### src/rtl/wb_timer.sv
`default_nettype none
// ============================================================================
// Module      : wb_timer
// Description : Wishbone pipelined slave holding the 64-bit mtime counter with
//               prescaler, the 64-bit mtimecmp compare register and the msip
//               software-interrupt bit. Drives the core's mtip/msip inputs.
// Revision    : 1.0 - initial release
// ============================================================================
module wb_timer #(
    parameter int                    PRESCALE_W   = 16,
    parameter logic [PRESCALE_W-1:0] PRESCALE_RST = '0
) (
    input  logic        wb_clk_i,
    input  logic        wb_rst_i,
    input  logic        wb_cyc_i,
    input  logic        wb_stb_i,
    input  logic        wb_we_i,
    input  logic [31:0] wb_adr_i,
    input  logic [31:0] wb_dat_i,
    input  logic [3:0]  wb_sel_i,
    output logic        wb_stall_o,
    output logic        wb_ack_o,
    output logic        wb_err_o,
    output logic [31:0] wb_dat_o,
    output logic        mtip_o,
    output logic        msip_o
);

    localparam logic [2:0] c_OFF_MTIME_LO = 3'd0;
    localparam logic [2:0] c_OFF_MTIME_HI = 3'd1;
    localparam logic [2:0] c_OFF_CMP_LO   = 3'd2;
    localparam logic [2:0] c_OFF_CMP_HI   = 3'd3;
    localparam logic [2:0] c_OFF_MSIP     = 3'd4;
    localparam logic [2:0] c_OFF_PRESCALE = 3'd5;
    localparam logic [PRESCALE_W-1:0] c_PCNT_ONE = {{(PRESCALE_W-1){1'b0}}, 1'b1};

    logic [63:0]           mtime_q, mtime_d;
    logic [63:0]           mtimecmp_q, mtimecmp_d;
    logic                  msip_q, msip_d;
    logic [PRESCALE_W-1:0] prescale_q, prescale_d;
    logic [PRESCALE_W-1:0] pcnt_q, pcnt_d;
    logic [31:0]           hi_shadow_q, hi_shadow_d;
    logic                  ack_q, ack_d;
    logic                  err_q, err_d;
    logic [31:0]           dat_q, dat_d;
    logic                  mtip_q, mtip_d;

    logic        w_req;
    logic        w_mapped;
    logic        w_wr;
    logic        w_rd;
    logic        w_tick;
    logic [2:0]  w_off;
    logic [31:0] w_old;
    logic [31:0] w_rdata;
    logic [31:0] w_merged;
    logic        w_unused_adr;

    // Only the word offset inside the block is decoded.
    assign w_unused_adr = ^{wb_adr_i[31:5], wb_adr_i[1:0]};
    assign w_off        = wb_adr_i[4:2];
    assign w_req        = wb_cyc_i & wb_stb_i;
    assign w_mapped     = (w_off <= c_OFF_PRESCALE);
    // A write with no byte enabled is acked but must not disturb mtime ticking.
    assign w_wr         = w_req & wb_we_i & w_mapped & (wb_sel_i != 4'b0000);
    assign w_rd         = w_req & ~wb_we_i & w_mapped;
    assign w_tick       = (pcnt_q == prescale_q);

    // Current register contents at the addressed offset, and the bus read view
    // (offset 1 reads the shadow so a lo/hi read pair is coherent).
    always_comb begin
        w_old   = '0;
        w_rdata = '0;
        case (w_off)
            c_OFF_MTIME_LO: w_old = mtime_q[31:0];
            c_OFF_MTIME_HI: w_old = mtime_q[63:32];
            c_OFF_CMP_LO:   w_old = mtimecmp_q[31:0];
            c_OFF_CMP_HI:   w_old = mtimecmp_q[63:32];
            c_OFF_MSIP:     w_old[0] = msip_q;
            c_OFF_PRESCALE: w_old[PRESCALE_W-1:0] = prescale_q;
            default:        w_old = '0;
        endcase
        w_rdata = (w_off == c_OFF_MTIME_HI) ? hi_shadow_q : w_old;
    end

    // Byte-wise merge of write data onto the addressed register.
    always_comb begin
        w_merged = w_old;
        for (int k = 0; k < 4; k++) begin
            if (wb_sel_i[k]) begin
                w_merged[8*k +: 8] = wb_dat_i[8*k +: 8];
            end
        end
    end

    // Next-state: prescaler/mtime advance, register writes, bus response.
    always_comb begin
        mtime_d     = w_tick ? (mtime_q + 64'd1) : mtime_q;
        pcnt_d      = w_tick ? '0 : (pcnt_q + c_PCNT_ONE);
        mtimecmp_d  = mtimecmp_q;
        msip_d      = msip_q;
        prescale_d  = prescale_q;
        hi_shadow_d = hi_shadow_q;

        if (w_rd && (w_off == c_OFF_MTIME_LO)) begin
            hi_shadow_d = mtime_q[63:32];
        end

        if (w_wr) begin
            case (w_off)
                // A write to mtime overrides any tick in the same cycle.
                c_OFF_MTIME_LO: mtime_d = {mtime_q[63:32], w_merged};
                c_OFF_MTIME_HI: begin
                    mtime_d     = {w_merged, mtime_q[31:0]};
                    hi_shadow_d = w_merged;
                end
                c_OFF_CMP_LO:   mtimecmp_d = {mtimecmp_q[63:32], w_merged};
                c_OFF_CMP_HI:   mtimecmp_d = {w_merged, mtimecmp_q[31:0]};
                c_OFF_MSIP:     msip_d = w_merged[0];
                c_OFF_PRESCALE: begin
                    prescale_d = w_merged[PRESCALE_W-1:0];
                    pcnt_d     = '0;
                end
                default: ;
            endcase
        end

        ack_d  = w_req & w_mapped;
        err_d  = w_req & ~w_mapped;
        dat_d  = w_rd ? w_rdata : '0;
        mtip_d = (mtime_q >= mtimecmp_q);
    end

    // State registers with synchronous reset.
    always_ff @(posedge wb_clk_i) begin
        if (wb_rst_i) begin
            mtime_q     <= '0;
            mtimecmp_q  <= '1;
            msip_q      <= 1'b0;
            prescale_q  <= PRESCALE_RST;
            pcnt_q      <= '0;
            hi_shadow_q <= '0;
            ack_q       <= 1'b0;
            err_q       <= 1'b0;
            dat_q       <= '0;
            mtip_q      <= 1'b0;
        end else begin
            mtime_q     <= mtime_d;
            mtimecmp_q  <= mtimecmp_d;
            msip_q      <= msip_d;
            prescale_q  <= prescale_d;
            pcnt_q      <= pcnt_d;
            hi_shadow_q <= hi_shadow_d;
            ack_q       <= ack_d;
            err_q       <= err_d;
            dat_q       <= dat_d;
            mtip_q      <= mtip_d;
        end
    end

    // A master that drops cyc gets no response for the outstanding request.
    assign wb_stall_o = 1'b0;
    assign wb_ack_o   = ack_q & wb_cyc_i;
    assign wb_err_o   = err_q & wb_cyc_i;
    assign wb_dat_o   = wb_ack_o ? dat_q : '0;
    assign mtip_o     = mtip_q;
    assign msip_o     = msip_q;

endmodule
`default_nettype wire

### config.mk
export PLATFORM = sky130hd
export DESIGN_NAME = wb_timer
export DESIGN_NICKNAME = d
export VERILOG_FILES = /design/src/rtl/wb_timer.sv
export SDC_FILE = /design/constraint.sdc
export NUM_CORES = 1
export LEC_CHECK = 0
export BUFFER_PORTS_ARGS = -buffer_cell sky130_fd_sc_hd__buf_2
export CORE_MARGIN = 1.5
export CORE_UTILIZATION = 55
export DETAILED_ROUTE_END_ITERATION = 6
export PLACE_DENSITY_LB_ADDON = 0.1
export SLEW_MARGIN = 40
export SYNTH_ARGS = -nofsm -noshare
export SYNTH_HDL_FRONTEND = slang
export SYNTH_SLANG_ARGS = --single-unit
### constraint.sdc
create_clock -name wb_clk_i -period 2.1 [get_ports wb_clk_i]
set_input_delay 0.42 -clock wb_clk_i [delete_from_list [all_inputs] [get_ports wb_clk_i]]
set_output_delay 0.42 -clock wb_clk_i [all_outputs]
set_load 0.01 [all_outputs]
==> results of run 1 <==
Yosys cell counts, types with 8 or more instances:
cell	count	share of area [%]
nand2_1	253	7.0
dfxtp_1	228	34
nor2_1	119	3.3
a21oi_1	92	3.4
inv_1	91	2.5
clkbuf_1	84	2.3
o211ai_1	79	4.4
ha_1	66	6.1
mux2i_1	63	4.7
and3_1	62	2.9
nand3_1	41	1.5
a31oi_1	40	1.9
nand4_1	35	1.6
o21ai_0	32	1.2
a211oi_1	30	1.7
buf_2	27	1.0
nor3_1	25	0.93
xor2_1	23	1.5
a22oi_1	20	1.1
mux4_2	17	2.8
a311oi_1	15	0.97
and2_1	14	0.65
o2bb2ai_1	14	0.91
nand2b_1	11	0.51
or3_1	11	0.51
a21o_1	9	0.50
and4_1	9	0.58
buf_1	8	0.22
nor4_1	8	0.37
o21a_1	8	0.44
sequential cells by signal, summed over array words and instances (netlist names), 16 cells and up:
register     cells
mtime_q         64
mtimecmp_q      64
dat_q           32
hi_shadow_q     32
pcnt_q          16
prescale_q      16
timing repair:
| action | CTS | global route |
|---|---|---|
| pin swaps | 32 | 17 |
| endpoints found under the setup margin | 75 | 97 |
| buffers inserted | 9 | 12 |
| endpoints found under the hold margin | 0 | 0 |
| resized for setup | 46 | 43 |
path summary, 6_finish.rpt:
check,from,end,slack [ns],cells after the start
min,wb_rst_i,hi_shadow_q[20],0.18,2
min reg2reg,hi_shadow_q[21],dat_q[21],0.45,2
max reg2reg,mtimecmp_q[36],mtip_o,-0.29,8
max,mtimecmp_q[36],mtip_o,-0.29,8
metal layers:
layer,vias up,wire [um],part of all wire (%)
met5,-,0,0
met4,0,2150,4.1
met3,176,6180,12
met2,886,22300,43
met1,6972,21200,41
li1,6867,-,-
power breakdown:
part / leakage [nW] / internal [mW] / total (mW) / switching [mW]
clock: 0.452 / 2.96 / 4.95 / 1.98
sequential: 1.86 / 4.38 / 4.43 / 0.0484
combinational: 6.80 / 0.685 / 1.53 / 0.848
total: 9.11 / 8.03 / 10.9 / 2.88
metrics by stage:
stage	area [um2]	setup slack, ns	utilization, %	power, mW
after CTS	18400	-0.222	75.9	10.8
after global routing	18600	-0.291	76.8	11.2
after global placement	17200	-0.555	70.9	5.89
final	18600	-0.285	76.8	10.9
after floorplan	13600	-0.0411	-	5.17
after detailed placement	17200	-0.491	70.9	5.91
kinds of logic after synthesis:
family | count (synthesis) | synth area share (%)
AO/OA/AOI/OAI | 397 | 20.4
XOR/XNOR | 27 | 1.75
other | 1 | 0.0277
adder cells (fa/ha/maj) | 66 | 6.11
multiplexers | 84 | 7.83
AND/OR/NAND/NOR | 641 | 23.8
buffers and inverters | 215 | 6.37
flip-flops | 228 | 33.8
area by class of cell:
class                           count  area share (%)
Clock inverter                     13           0.846
Multi-Input combinational cell   1216            45.1
Clock buffer                       35            4.16
Timing Repair Buffer              504            21.1
Tap cell                          324            2.18
Sequential cell                   228            24.7
Inverter                           91            1.83
==> results.yml, run 1 <==
status:
  run_status: "finished with violations"
  violations: "negative setup slack"
global_routing:
  grt_start_max_net_pins: 84
  grt_pass1_wl_mm: 79.0
  overflow: 0
  antenna_found_initial: 1
  grt_pass1_vias: 14100
  grt_use_total_pct: 39.7
  grt_busiest_layer: "met2"
  grt_util_met1_pct: 54.2
  met3_usage_pct: 10.3
  use_met2_pct: 59.9
synth:
  synth_warnings: 0
  ys_types: 88
  async_reset_ff_share_pct: 0
  syn_area_mm2: 0.0135
  avgSynthCellArea_um2: 8.15
  yosysSeqAreaShare_pct: 33.8
  synth_cells: 1659
  ys.flop_type: "dfxtp_1"
  synth_nets: 1798
  synth-edff-count: 0
  ys_seq_elements: 228
floorplanning:
  die_h_um: 160
  top_level_ports: 110
  num_rows: 57
  initial_utilization_pct: 55.8
  core_mm2: 0.0242
  die_x_um: 160
  die_area_mm2: 0.0255
critical_path:
  cp-end-kind: "register"
  crit_family: "simple AND/OR/NAND/NOR gates"
  crit_slowest_cell: "nor4_1"
  critPathArrivalTime_ns: 2.82
  crit_buf_inv: 2
  slowest_delay_ns: 0.45
  crit_path_start_kind: "register"
  worstPathMaxFanout: 3
  cp_cell_sequence: "inv_1, ha_1, nand4_1, nor4_1, buf_4, and3_1, a221oi_2, a211oi_2"
  critPathKind: "reg -> reg"
  cp.required_ns: 2.54
clocking:
  clk_path_buf_depth: 3
  clock-sinks: 228
  insertion_delay_ns: 0.55
  path_clk_slew_ns: 0.07
  htreeDepth: 1
  cts_hold_buf: 0
  cts_buffers: 26
  cts_tree: "built"
  root_buffer: "clkbuf_16"
routing:
  ant_nets: 0
  viasPerCell: 6.18
  drtIter0Drc: 1890
  vias: 14900
  drcViolationCount: 0
  wl_mm: 51.8
  wl_per_cell_um: 21.5
  dr.pass1.iters: 6
cells_and_area:
  nets: 2206
  n_antenna_cell: 0
  multiInputGateArea_mm2: 0.00840
  stdcell_count: 2411
  area_growth_pct: 37.8
  final_cell_mix: "buf_4 (388), nand2_1 (252), dfxtp_1 (203)"
  drive_above_1_share_pct: 32.3
  n_fill_cell: 1773
  final_common_cell: "buf_4"
  regArea_mm2: 0.00461
sta:
  rsz0062_at_grt: "true"
  fmax_ghz: 0.419
  final_hold_viol_count: 0
  fin_crit_ns: 2.39
  period_share_pct: 114
  max_slew_margin_pct: 59.2
  finClkSkew_ns: 0.0212
  setup-tns-final_ns: -8.64
  fin_ws_ns: -0.285
  tightest_slew_ns: 0.612
  fin_hold_ws_ns: 0.181
  setup_viol_count_final: 57
  slew_violations: 0
run:
  cap_violations: 0
min_path:
  hold_path.class: "in -> reg"
placed_design:
  gp_congestion: 1.01
  dp.cells: 2344
  io_buffers: 79
  dpl.hpwl_mm: 38.3
power:
  power.density_mw_per_mm2: 586
  ir_drop_mv: 0.826
  p_leak_nw: 9.11
(Power assumes the default switching activity.)
==> run 2: changes to the inputs <==
- CELL_PAD_IN_SITES_DETAIL_PLACEMENT: default -> 2
- CELL_PAD_IN_SITES_GLOBAL_PLACEMENT: default -> 2
- CORE_MARGIN: 1.5 -> default
- CORE_UTILIZATION: 55 -> 33
==> run 2 against run 1 <==
Effect of this change: the run still ends with negative setup slack left; final cell count grew 8.9%; routed wire length rose by 57%; first-iteration DRC count is 30% lower; register-to-register slack worse by 0.26 ns; critical path type unchanged; largest cell class unchanged; highest routed layer is now met5.
==> results.yml, run 2 (same netlist as run 1, synthesis figures left out) <==
status:
  run_status: "finished with violations"
  violations: "negative setup slack"
routing:
  vias: 16300
  drcViolationCount: 0
  ant_nets: 0
  drtIter0Drc: 1322
  dr.pass1.iters: 5
  wl_per_cell_um: 31.1
  viasPerCell: 6.19
  wl_mm: 81.6
critical_path:
  crit_path_start_kind: "register"
  crit_slowest_cell: "dfxtp_1"
  cp-end-kind: "register"
  slowest_delay_ns: 0.45
  critPathArrivalTime_ns: 3.17
  critPathKind: "reg -> reg"
  worstPathMaxFanout: 6
  cp_cell_sequence: "xor2_1, nor4_2, and4_4, buf_12, buf_4, buf_8, nand4_1, a211o_1, a21oi_2"
  cp.required_ns: 2.62
sta:
  slew_violations: 0
  period_share_pct: 126
  setup_viol_count_final: 75
  fin_crit_ns: 2.65
  finClkSkew_ns: 0.0475
  fin_ws_ns: -0.548
  rsz0062_at_grt: "true"
  fmax_ghz: 0.378
  tightest_slew_ns: 0.715
  fin_hold_ws_ns: 0.113
  max_slew_margin_pct: 51.8
  final_hold_viol_count: 0
power:
  intPower_mw: 8.07
  ir_drop_mv: 0.579
  pwr-share-comb_pct: 15.8
  swShare_pct: 29.9
  p_leak_nw: 9.24
  power.density_mw_per_mm2: 591
  p_clk_share_pct: 45.7
  switching_power_mw: 3.44
  power_mw: 11.5
  seq_power_share_pct: 38.6
clocking:
  cts_tree: "built"
  insertion_delay_ns: 0.61
  clock-sinks: 228
  clk_path_buf_depth: 3
  path_clk_slew_ns: 0.08
  cts_hold_buf: 0
  htreeDepth: 1
  root_buffer: "clkbuf_16"
  cts_buffers: 28
placed_design:
  gp_congestion: 0.878
  dpl.hpwl_mm: 51.5
  io_buffers: 79
floorplanning:
  core_mm2: 0.0401
  initial_utilization_pct: 33.7
  die_area_mm2: 0.0418
  die_h_um: 204
  top_level_ports: 110
  num_rows: 73
  die_x_um: 204
global_routing:
  grt_use_total_pct: 34.5
  grt_pass1_wl_mm: 108
  grt_pass1_vias: 16800
  antenna_found_initial: 6
  overflow: 0
  grt_start_max_net_pins: 54
run:
  cap_violations: 0
cells_and_area:
  final_common_cell: "buf_4"
  drive_above_1_share_pct: 35.2
  area_growth_pct: 44.2
  final_cell_mix: "buf_4 (374), nand2_1 (249), dfxtp_1 (202)"
  nets: 2216
  largestRegisters: "mtime_q: 64 flops, mtimecmp_q: 64 flops"
min_path:
  hold_path.class: "in -> reg"
run 2: changes by cell type in the layout (fill, tap and decap cells not counted), moves of 7 or more:
cell	delta
a21oi_1	-13
a21oi_2	+12
o21ai_2	+7
buf_6	+15
buf_4	-14
run 2: stage by stage:
step           TNS, ns  instance area [um2]  util, %  cells  worst slack [ns]
2_1_floorplan   -0.246                13600        -   1659           -0.0411
3_3_place_gp    -22.88                17600     43.8   2551            -0.368
3_5_place_dp    -35.67                17600     43.8   2551            -0.422
4_1_cts         -11.14                19000     47.3   2613            -0.314
5_1_grt         -20.54                19500     48.6   2624            -0.518
6_report        -18.58                19500     48.6   2626            -0.548
run 2: what timing repair did:
action / CTS / global route
setup endpoints to repair: 66 / 73
buffers inserted: 11 / 16
pin swaps: 52 / 49
gates resized for setup: 86 / 92
gates cloned: 1 / 0
run 2: final timing paths:
kind	to	slack, ns	start	cells past startpoint
min reg2reg	dat_q[20]	0.46	hi_shadow_q[20]	2
max	mtime_q[32]	-0.55	pcnt_q[14]	9
max reg2reg	mtime_q[32]	-0.55	pcnt_q[14]	9
min	err_q	0.11	wb_rst_i	2
run 2: area by class of cell:
| cell class | count | area [um2] |
|---|---|---|
| repair buffers | 512 | 4140 |
| flip-flops and latches | 228 | 4610 |
| inverters | 91 | 342 |
| diodes | 2 | 5.00 |
| multi-input cells | 1216 | 8780 |
| fillers | 4304 | 20600 |
| clock inverters | 15 | 155 |
| clock buffers | 37 | 805 |
| well taps | 525 | 657 |
run 2: power groups by stage:
| stage | sequential (mW) | clock [mW] | combinational, mW |
|---|---|---|---|
| after floorplan | 4.52 | 0 | 0.647 |
| after global placement | 4.53 | 0 | 1.44 |
| after detailed placement | 4.53 | 0 | 1.49 |
| after CTS | 4.44 | 5.20 | 1.61 |
| after global routing | 4.45 | 5.44 | 1.86 |
| final | 4.44 | 5.26 | 1.81 |
run 2: per-layer routing:
| layer | track usage (%) | share of wire (%) | routed length, um | vias to the layer above |
|---|---|---|---|---|
| met3 | 4.83 | 7.1 | 5820 | 315 |
| li1 | - | - | - | 6845 |
| met5 | 0 | 0.037 | 30 | - |
| met2 | 59.4 | 47 | 38800 | 825 |
| met4 | 10.7 | 5.1 | 4200 | 4 |
| met1 | 44.3 | 40 | 32800 | 8262 |
run 2: critical path: cells and delay by family (launching register included):
family                    cells  cell delay (ns)
xor gates and xnor gates      1             0.15
AOI/OAI and AO/OA             2             0.62
and+or+nand+nor               3             0.98
DFF                           1             0.45
buffers and inverters         3             0.38
==> run 3: changes to the inputs <==
- SETUP_SLACK_MARGIN: default -> 0.1
- SLEW_MARGIN: 40 -> 20
==> run 3 against run 2 <==
Effect of this change: the flow still finishes with violations (negative setup slack); routed wire length is 24% higher; critical path depth is 1 lower; flip-flop and latch count stayed put; largest power group unchanged; critical path type unchanged; clock power is 14% higher.
==> results.yml, run 3 (same netlist as run 1, synthesis figures left out) <==
power:
  ir_drop_mv: 0.622
  p_leak_nw: 9.69
  power.density_mw_per_mm2: 602
  power_mw: 12.4
global_routing:
  grt_use_total_pct: 40.9
  grt_start_max_net_pins: 39
  grt_pass1_vias: 18600
  antenna_found_initial: 9
  grt_pass1_wl_mm: 126
  overflow: 0
sta:
  fmax_ghz: 0.352
  finClkSkew_ns: 0.0301
  slew_violations: 0
  fin_crit_ns: 2.84
  setup_viol_count_final: 94
  rsz0062_at_grt: "true"
  max_slew_margin_pct: 56.5
  setup-tns-final_ns: -23.52
  tightest_slew_ns: 0.651
  final_hold_viol_count: 0
  fin_ws_ns: -0.738
  period_share_pct: 135
clocking:
  clk_path_buf_depth: 3
  path_clk_slew_ns: 0.08
  cts_buffers: 29
  insertion_delay_ns: 0.61
  root_buffer: "clkbuf_16"
  cts_tree: "built"
  clock-sinks: 228
  htreeDepth: 1
critical_path:
  cp-end-kind: "register"
  cp_cell_sequence: "xor2_1, nor4_4, and4_4, buf_6, and3_4, buf_6, nand4_1, nand3b_1"
  worstPathMaxFanout: 6
  slowest_delay_ns: 0.47
  cp.required_ns: 2.60
  crit_top_cell: "buf_6"
  critPathArrivalTime_ns: 3.34
  crit_path_start_kind: "register"
  crit_family: "simple AND/OR/NAND/NOR gates"
  critPathKind: "reg -> reg"
  crit_slowest_cell: "dfxtp_1"
  crit_buf_inv: 2
placed_design:
  dp.cells: 2583
  gp_congestion: 0.906
  place_area_mm2: 0.0179
  dpl.hpwl_mm: 52.9
  io_buffers: 79
run:
  cap_violations: 0
cells_and_area:
  fin_area_mm2: 0.0206
  n_fill_cell: 4196
  nets: 2281
  stdcell_count: 2690
  fin_util_pct: 51.5
  regArea_mm2: 0.00464
  area_growth_pct: 52.6
  multiInputGateArea_mm2: 0.00929
  largestRegisters: "mtime_q: 64 flops, mtimecmp_q: 64 flops"
  drive_above_1_share_pct: 40.7
  final_common_cell: "buf_4"
  final_cell_mix: "buf_4 (428), nand2_1 (249), dfxtp_1 (182)"
floorplanning:
  die_x_um: 204
  die_h_um: 204
  initial_utilization_pct: 33.7
  die_area_mm2: 0.0418
  num_rows: 73
  top_level_ports: 110
  core_mm2: 0.0401
min_path:
  hold_path.class: "in -> reg"
routing:
  wl_per_cell_um: 37.5
  met3_length_mm: 9.72
  drtIter0Drc: 1783
  vias: 18100
  wl_mm: 101
  top_layer_used: "met5"
  wl_met1_mm: 36.5
  viasPerCell: 6.71
  drcViolationCount: 0
  dr.pass1.iters: 5
  wl_met2_mm: 45.8
  ant_nets: 0
status:
  violations: "negative setup slack"
  run_status: "finished with violations"
==> run 3: cell types whose count changed in the layout (fill, tap and decap cells not counted), sizes merged <==
cell      delta
buf         +62
clkinvlp     -5
bufinv       +4
and4         +1
inv          +1
nand3        +1
==> run 3: layer usage <==
layer	vias to the layer above	global-route usage, %
met5	-	0
met4	12	22.5
met3	634	7.53
met2	1438	68.8
met1	8964	48.9
li1	7005	-
==> run 3: worst reg2reg max path, stage by stage (launching register included) <==
cell and delay (ns):
dfxtp_1 0.47, xor2_1 0.16, nor4_4 0.37, and4_4 0.46
buf_6 0.16, and3_4 0.21, buf_6 0.14, nand4_1 0.42
nand3b_1 0.35
==> run 3: what timing repair did <==
item                                    4_1_cts  5_1_grt
hold buffers                                  0        0
resized for setup                           167      102
setup buffers                                36       16
hold endpoints to repair                      0        0
endpoints found under the setup margin       72      112
cloned                                        3        0
pin swaps                                    85       40
==> run 3: final timing paths <==
| kind | endpoint | startpoint | slack, ns | cells past startpoint |
|---|---|---|---|---|
| worst min register to register | dat_q[19] | hi_shadow_q[19] | 0.47 | 2 |
| worst min-delay path | ack_q | wb_rst_i | 0.18 | 2 |
| worst max register to register | mtime_q[61] | prescale_q[13] | -0.74 | 8 |
| worst max-delay path | mtime_q[61] | prescale_q[13] | -0.74 | 8 |
==> run 3: power breakdown <==
group	total, mW	internal, mW	leakage, nW	switching (mW)
combinational	2.00	0.773	7.30	1.23
sequential	4.44	4.38	1.86	0.0679
clock	5.98	3.52	0.524	2.47
total	12.4	8.67	9.69	3.76
==> run 3: per-stage QoR <==
stage / setup slack (ns) / hold slack (ns)
3_3_place_gp: -0.401 / 0.442
3_5_place_dp: -0.431 / 0.445
2_1_floorplan: -0.0381 / 0.432
4_1_cts: -0.196 / 0.158
5_1_grt: -0.655 / 0.178
6_report: -0.738 / 0.178
==> run 3: final cells by class <==
cell class	count	area share, %
diodes	2	0.0242
clock buffers	37	4.01
clock inverters	15	1.14
inverters	91	1.65
multi-input cells	1218	45.0
flip-flops and latches	228	22.5
well taps	525	3.18
repair buffers	574	22.5
